==> src/rtl/status_spi_out.sv <==
// ----------------------------------------------------------------------------
// status_spi_out
//   SPI slave transmitter (mode 0, MSB first) that returns status/sample words
//   to the control MCU on MISO. Core logic queues one word at a time through a
//   single-entry holding register. The MCU drives NSS and SCK. Both are
//   asynchronous to clock and are synchronised here before edge detection.
//
// Ports
//   clock         in   1          system clock, rising edge
//   reset         in   1          synchronous, active-high
//   spi_nss       in   1          MCU chip select, active low (async)
//   spi_clock_in  in   1          MCU SCK, idle low (async)
//   spi_data_out  out  1          MISO
//   data_in       in   WORD_BITS  word to queue
//   data_load     in   1          1-cycle strobe, captures data_in
//   load_ready    out  1          holding register empty
//   data_sent     out  1          1-cycle pulse, full frame completed
//   underrun      out  1          1-cycle pulse, frame started with nothing queued
//   frame_error   out  1          1-cycle pulse, NSS rose before WORD_BITS SCK rises
//   dbg_state     out  1          current FSM state (0 = IDLE, 1 = SHIFT)
//
// Load handshake: data_load is a plain strobe with no back-pressure. load_ready
// is advisory only. A load while a word is already held overwrites it, and the
// latest word wins.
// ----------------------------------------------------------------------------
module status_spi_out #(
    parameter int                   WORD_BITS   = 16,
    parameter int                   SYNC_STAGES = 2,
    parameter logic [WORD_BITS-1:0] IDLE_WORD   = '0
) (
    input  logic                 clock,
    input  logic                 reset,
    input  logic                 spi_nss,
    input  logic                 spi_clock_in,
    output logic                 spi_data_out,
    input  logic [WORD_BITS-1:0] data_in,
    input  logic                 data_load,
    output logic                 load_ready,
    output logic                 data_sent,
    output logic                 underrun,
    output logic                 frame_error,
    output logic                 dbg_state
);

    localparam int CW = $clog2(WORD_BITS + 1);

    typedef enum logic {
        ST_IDLE  = 1'b0,
        ST_SHIFT = 1'b1
    } state_e;

    state_e state_q, state_d;

    logic [SYNC_STAGES-1:0] nss_sync_q, sck_sync_q;
    logic                   nss_last_q, sck_last_q;
    logic [WORD_BITS-1:0]   shift_q, hold_q;
    logic                   hold_valid_q;
    logic [CW-1:0]          bit_count_q;
    logic                   data_sent_q, underrun_q, frame_error_q;

    logic nss_s, sck_s;
    logic nss_fall, nss_rise, sck_rise, sck_fall;
    logic last_bit;
    logic frame_start, frame_done, frame_abort, count_up, shift_en;

    // ------------------------------------------------------------------
    // Synchronisers plus one extra registered copy for edge detection.
    // NSS idles high and SCK idles low, so reset to those levels and no
    // spurious edge appears after reset.
    // ------------------------------------------------------------------
    always_ff @(posedge clock) begin
        if (reset) begin
            nss_sync_q <= '1;
            sck_sync_q <= '0;
            nss_last_q <= 1'b1;
            sck_last_q <= 1'b0;
        end else begin
            nss_sync_q[0] <= spi_nss;
            sck_sync_q[0] <= spi_clock_in;
            for (int i = 1; i < SYNC_STAGES; i++) begin
                nss_sync_q[i] <= nss_sync_q[i-1];
                sck_sync_q[i] <= sck_sync_q[i-1];
            end
            nss_last_q <= nss_sync_q[SYNC_STAGES-1];
            sck_last_q <= sck_sync_q[SYNC_STAGES-1];
        end
    end

    assign nss_s    = nss_sync_q[SYNC_STAGES-1];
    assign sck_s    = sck_sync_q[SYNC_STAGES-1];
    assign nss_fall = nss_last_q & ~nss_s;
    assign nss_rise = ~nss_last_q & nss_s;
    assign sck_rise = ~sck_last_q & sck_s;
    assign sck_fall = sck_last_q & ~sck_s;

    // This SCK rise is the WORD_BITS-th one of the frame.
    assign last_bit = (bit_count_q == CW'(WORD_BITS - 1));

    // ------------------------------------------------------------------
    // FSM: state register
    // ------------------------------------------------------------------
    always_ff @(posedge clock) begin
        if (reset) state_q <= ST_IDLE;
        else       state_q <= state_d;
    end

    // ------------------------------------------------------------------
    // FSM: next state
    // ------------------------------------------------------------------
    always_comb begin
        state_d = state_q;
        case (state_q)
            ST_IDLE:  if (nss_fall) state_d = ST_SHIFT;
            ST_SHIFT: if ((sck_rise && last_bit) || nss_rise) state_d = ST_IDLE;
            default:  state_d = ST_IDLE;
        endcase
    end

    // ------------------------------------------------------------------
    // FSM: outputs and datapath controls.
    // Completion is checked before abort, so an NSS rise that coincides
    // with the final SCK rise still counts as a good frame.
    // ------------------------------------------------------------------
    always_comb begin
        frame_start  = 1'b0;
        frame_done   = 1'b0;
        frame_abort  = 1'b0;
        count_up     = 1'b0;
        shift_en     = 1'b0;
        spi_data_out = 1'b0;
        case (state_q)
            ST_IDLE: frame_start = nss_fall;
            ST_SHIFT: begin
                spi_data_out = shift_q[WORD_BITS-1];
                if (sck_rise && last_bit) frame_done  = 1'b1;
                else if (nss_rise)        frame_abort = 1'b1;
                else if (sck_rise)        count_up    = 1'b1;
                else if (sck_fall)        shift_en    = 1'b1;
            end
            default: ;
        endcase
    end

    // ------------------------------------------------------------------
    // Datapath: shift register, bit counter, holding register, pulses
    // ------------------------------------------------------------------
    always_ff @(posedge clock) begin
        if (reset) begin
            shift_q       <= '0;
            hold_q        <= '0;
            hold_valid_q  <= 1'b0;
            bit_count_q   <= '0;
            data_sent_q   <= 1'b0;
            underrun_q    <= 1'b0;
            frame_error_q <= 1'b0;
        end else begin
            if (frame_start) begin
                shift_q     <= hold_valid_q ? hold_q : IDLE_WORD;
                bit_count_q <= '0;
            end else if (count_up || frame_done) begin
                bit_count_q <= bit_count_q + CW'(1);
            end else if (shift_en) begin
                shift_q <= {shift_q[WORD_BITS-2:0], 1'b0};
            end

            // A load that coincides with frame start lands after the frame
            // has taken the old content, so the new word stays queued.
            if (data_load) begin
                hold_q       <= data_in;
                hold_valid_q <= 1'b1;
            end else if (frame_start) begin
                hold_valid_q <= 1'b0;
            end

            data_sent_q   <= frame_done;
            underrun_q    <= frame_start & ~hold_valid_q;
            frame_error_q <= frame_abort;
        end
    end

    assign load_ready  = ~hold_valid_q;
    assign data_sent   = data_sent_q;
    assign underrun    = underrun_q;
    assign frame_error = frame_error_q;
    assign dbg_state   = state_q;

endmodule

==> config.mk <==
export PLATFORM = sky130hd
export DESIGN_NAME = status_spi_out
export DESIGN_NICKNAME = d
export VERILOG_FILES = /design/src/rtl/status_spi_out.sv
export SDC_FILE = /design/constraint.sdc
export NUM_CORES = 1
export LEC_CHECK = 0
export CAP_MARGIN = 25
export CORE_MARGIN = 1
export CORE_UTILIZATION = 50
export CTS_BUF_LIST = sky130_fd_sc_hd__clkbuf_4 sky130_fd_sc_hd__clkbuf_8 sky130_fd_sc_hd__clkbuf_16
export DETAILED_ROUTE_END_ITERATION = 8
export GPL_TIMING_DRIVEN = 0
export PLACE_DENSITY = 0.85
export SKIP_CTS_REPAIR_TIMING = 1
export SYNTH_ARGS = -nofsm -noshare
export SYNTH_HDL_FRONTEND = slang
export SYNTH_SLANG_ARGS = --single-unit
export TNS_END_PERCENT = 10
==> constraint.sdc <==
create_clock -name clock -period 2.1 [get_ports clock]
set_input_delay 0.42 -clock clock [delete_from_list [all_inputs] [get_ports clock]]
set_output_delay 0.42 -clock clock [all_outputs]
set_load 0.01 [all_outputs]
==> out/summary.txt <==
syn_nets - 224
clk_lat worst skew - 0.30 ns
leading cell type in the layout, fill and taps excluded - dfxtp_1
TNS Setup - 0 ns
total net switching power - 0.393 mW
Post-Route Skew - 0.00532 ns
GRT Total Usage - 20.1%
Synth area leader - dfxtp_1
Starting Density - 52.9%
Final Max Tran Viols - 0
number of vias per cell - 5.75
crit-path leading delay family - buffers and inverters
die area - 4220 um2
number of diodes - 0
Final ANT Viol Nets - 0
Rows - 22
Placed Instance Area - 2280 um2
Placer Congestion - 0.768
global-route wire length before repair - 6480 um
Layout fillers - 335
top-area cell type share of the netlist area - 48.5%
clock root buffer - clkbuf_8
most frequent cells in the layout - dfxtp_1, nor2_1, clkdlybuf4s50_1
WL/cell - 14.0 um
crit-path max FO - 10
Seq pwr share - 57.4%
worst path bufs/invs - 2
status - finished, final reports clean
Async S/R FF share, synth - 0%
share of layout cells above drive strength 1 - 13.7%
Yosys reg bits - 48
Required @ worst endpoint - 1.68 ns
MaxCap Viol Count - 0
Slew HR - 66.3%
io pins - 27
Die W - 64.9 um
Pint - 1.29 mW
maximum clock insertion buffer count - 2
combinational share of power - 9.2%
share of the yosys chip area belonging to registers - 48.5%
syn_area_per_cell - 9.85 um2
worst slew pin tran - 0.503 ns
initial antenna violation count - 0
Max Clk Rate - 534 MHz
CP arrival - 1.45 ns
Crit. End Element - output pin
Area contributors post-synth - dfxtp_1, mux2i_1, a21oi_1
vias in the first global route - 1407
Hold Worst Slack - 0.416 ns
synthesis warning total - 0
vias post-DR - 1615
CP max-delay cell - clkdlybuf4s50_1
area of the core - 3740 um2
CP Launch Type - flop
power density over cell area - 707 nW/um2
DR DRC count - 0
RSZ-0062 raised after global routing - false
Post-synth top flop - dfxtp_1
H-tree levels - 2
Post-Syn Instances - 201
maximum VDD drop - 0.519 mV
Pre-Repair DR Iteration Count - 4
critical-path cell list - buf_6 > and2_1 > clkdlybuf4s50_1
CTS Sinks - 48
EDFF count, synth - 0
Hold WC Path Type - flop to flop
largest net degree at the start of global routing - 15
Routed WL - 3940 um
CTS tree - done
Setup CP Type - flop to output pin
die height - 64.9 um
Final setup viols - 0
Hold Violations, Final - 0
clock share of power - 33.4%
TritonCTS buffer count - 5
Yosys cell types - 40
Clock transition at path regs - 0.09 ns
fin area - 2370 um2
Nets - 255
Syn Std Cell Area - 1980 um2
# port buffers - 24
Area Growth Syn to Fin - 19.9%
P_leak - 0.887 nW
Tmin final - 1.87 ns
total grt overflow - 0
final HPWL from detailed placement - 2620 um
Iter 0 DRT Violations - 92
Net Sw Frac - 23.4%
CP peak stage delay - 0.52 ns
Tcrit/Tclk final - 89.2%
==> worst reg2reg max path, stage by stage (launching register included) <==
cell and delay [ns]:
dfxtp_1 0.34, ha_1 0.21, and3_1 0.18, ha_1 0.21, nor3b_2 0.45, o21ai_0 0.17, a21oi_1 0.18
==> state kept, by name, summed over array words and instances (netlist names), 2 cells and up <==
name	flops
hold_q	16
nss_sync_q	2
sck_sync_q	2
shift_q	16
bit_count_q	5
==> path summary, 6_finish.rpt <==
check        cells after the start  slack, ns             end            from
max                              3       0.23    spi_data_out       dbg_state
min                              1       0.42   nss_sync_q[1]   nss_sync_q[0]
max reg2reg                      6       0.29  bit_count_q[4]  bit_count_q[0]
min reg2reg                      1       0.42   nss_sync_q[1]   nss_sync_q[0]
==> metrics by stage <==
| stage | power (mW) | cells | utilization, % | setup slack [ns] |
|---|---|---|---|---|
| final | 1.68 | 281 | 63.4 | 0.226 |
| after global routing | 1.75 | 281 | 63.4 | 0.0973 |
| after CTS | 1.69 | 281 | 63.4 | 0.0726 |
| after detailed placement | 1.14 | 273 | 60.9 | 0.330 |
| after global placement | 1.13 | 273 | 60.9 | 0.404 |
| after floorplan | 1.07 | 201 | - | 0.518 |
==> logic make-up after synthesis <==
| family | Yosys count | share of synthesized area, % |
|---|---|---|
| DFF | 48 | 48.5 |
| adders and majority gates | 2 | 1.26 |
| buffers and inverters | 21 | 5.05 |
| and+or+nand+nor | 62 | 18.8 |
| AOI/OAI and AO/OA | 52 | 18.3 |
| muxes | 16 | 8.09 |
==> Yosys cell counts (2+ instances only) <==
library cell and instances:
dfxtp_1 48, nor2_1 24, a21oi_1 22, mux2i_1 16, o211ai_1 9, a32oi_1 8, buf_2 8, nor3_1 8
clkbuf_1 7, a2111oi_1 6, inv_1 4, nand3_1 3, nor2b_1 3, o21ai_0 3, or2_2 3, ha_1 2
nand3b_2 2, o31ai_1 2, or3_1 2
==> per-layer routing <==
layer | part of all wire [%] | track usage (%)
met1 | 47 | 26.8
met2 | 47 | 30.9
met3 | 3.8 | 4.40
met4 | 1.8 | 8.89
met5 | 0 | 0
==> power groups by stage <==
stage	Combinational, mW	Sequential [mW]	Clock [mW]
2_1_floorplan	0.0932	0.980	0
3_3_place_gp	0.149	0.985	0
3_5_place_dp	0.153	0.985	0
4_1_cts	0.154	0.964	0.571
5_1_grt	0.168	0.969	0.610
6_report	0.154	0.965	0.561
==> final cells by class <==
class,count,area [um2],share of cell area [%]
multi-input combinational,132,920,38.7
buffer,17,86.3,3.64
clock buffer,6,82.6,3.48
tap,48,60.1,2.53
sequential,48,961,40.5
timing repair buffer,24,240,10.1
clock inverter,2,10.0,0.421
inverter,4,15.0,0.632
No activity file was read; power rests on OpenSTA's default activity.
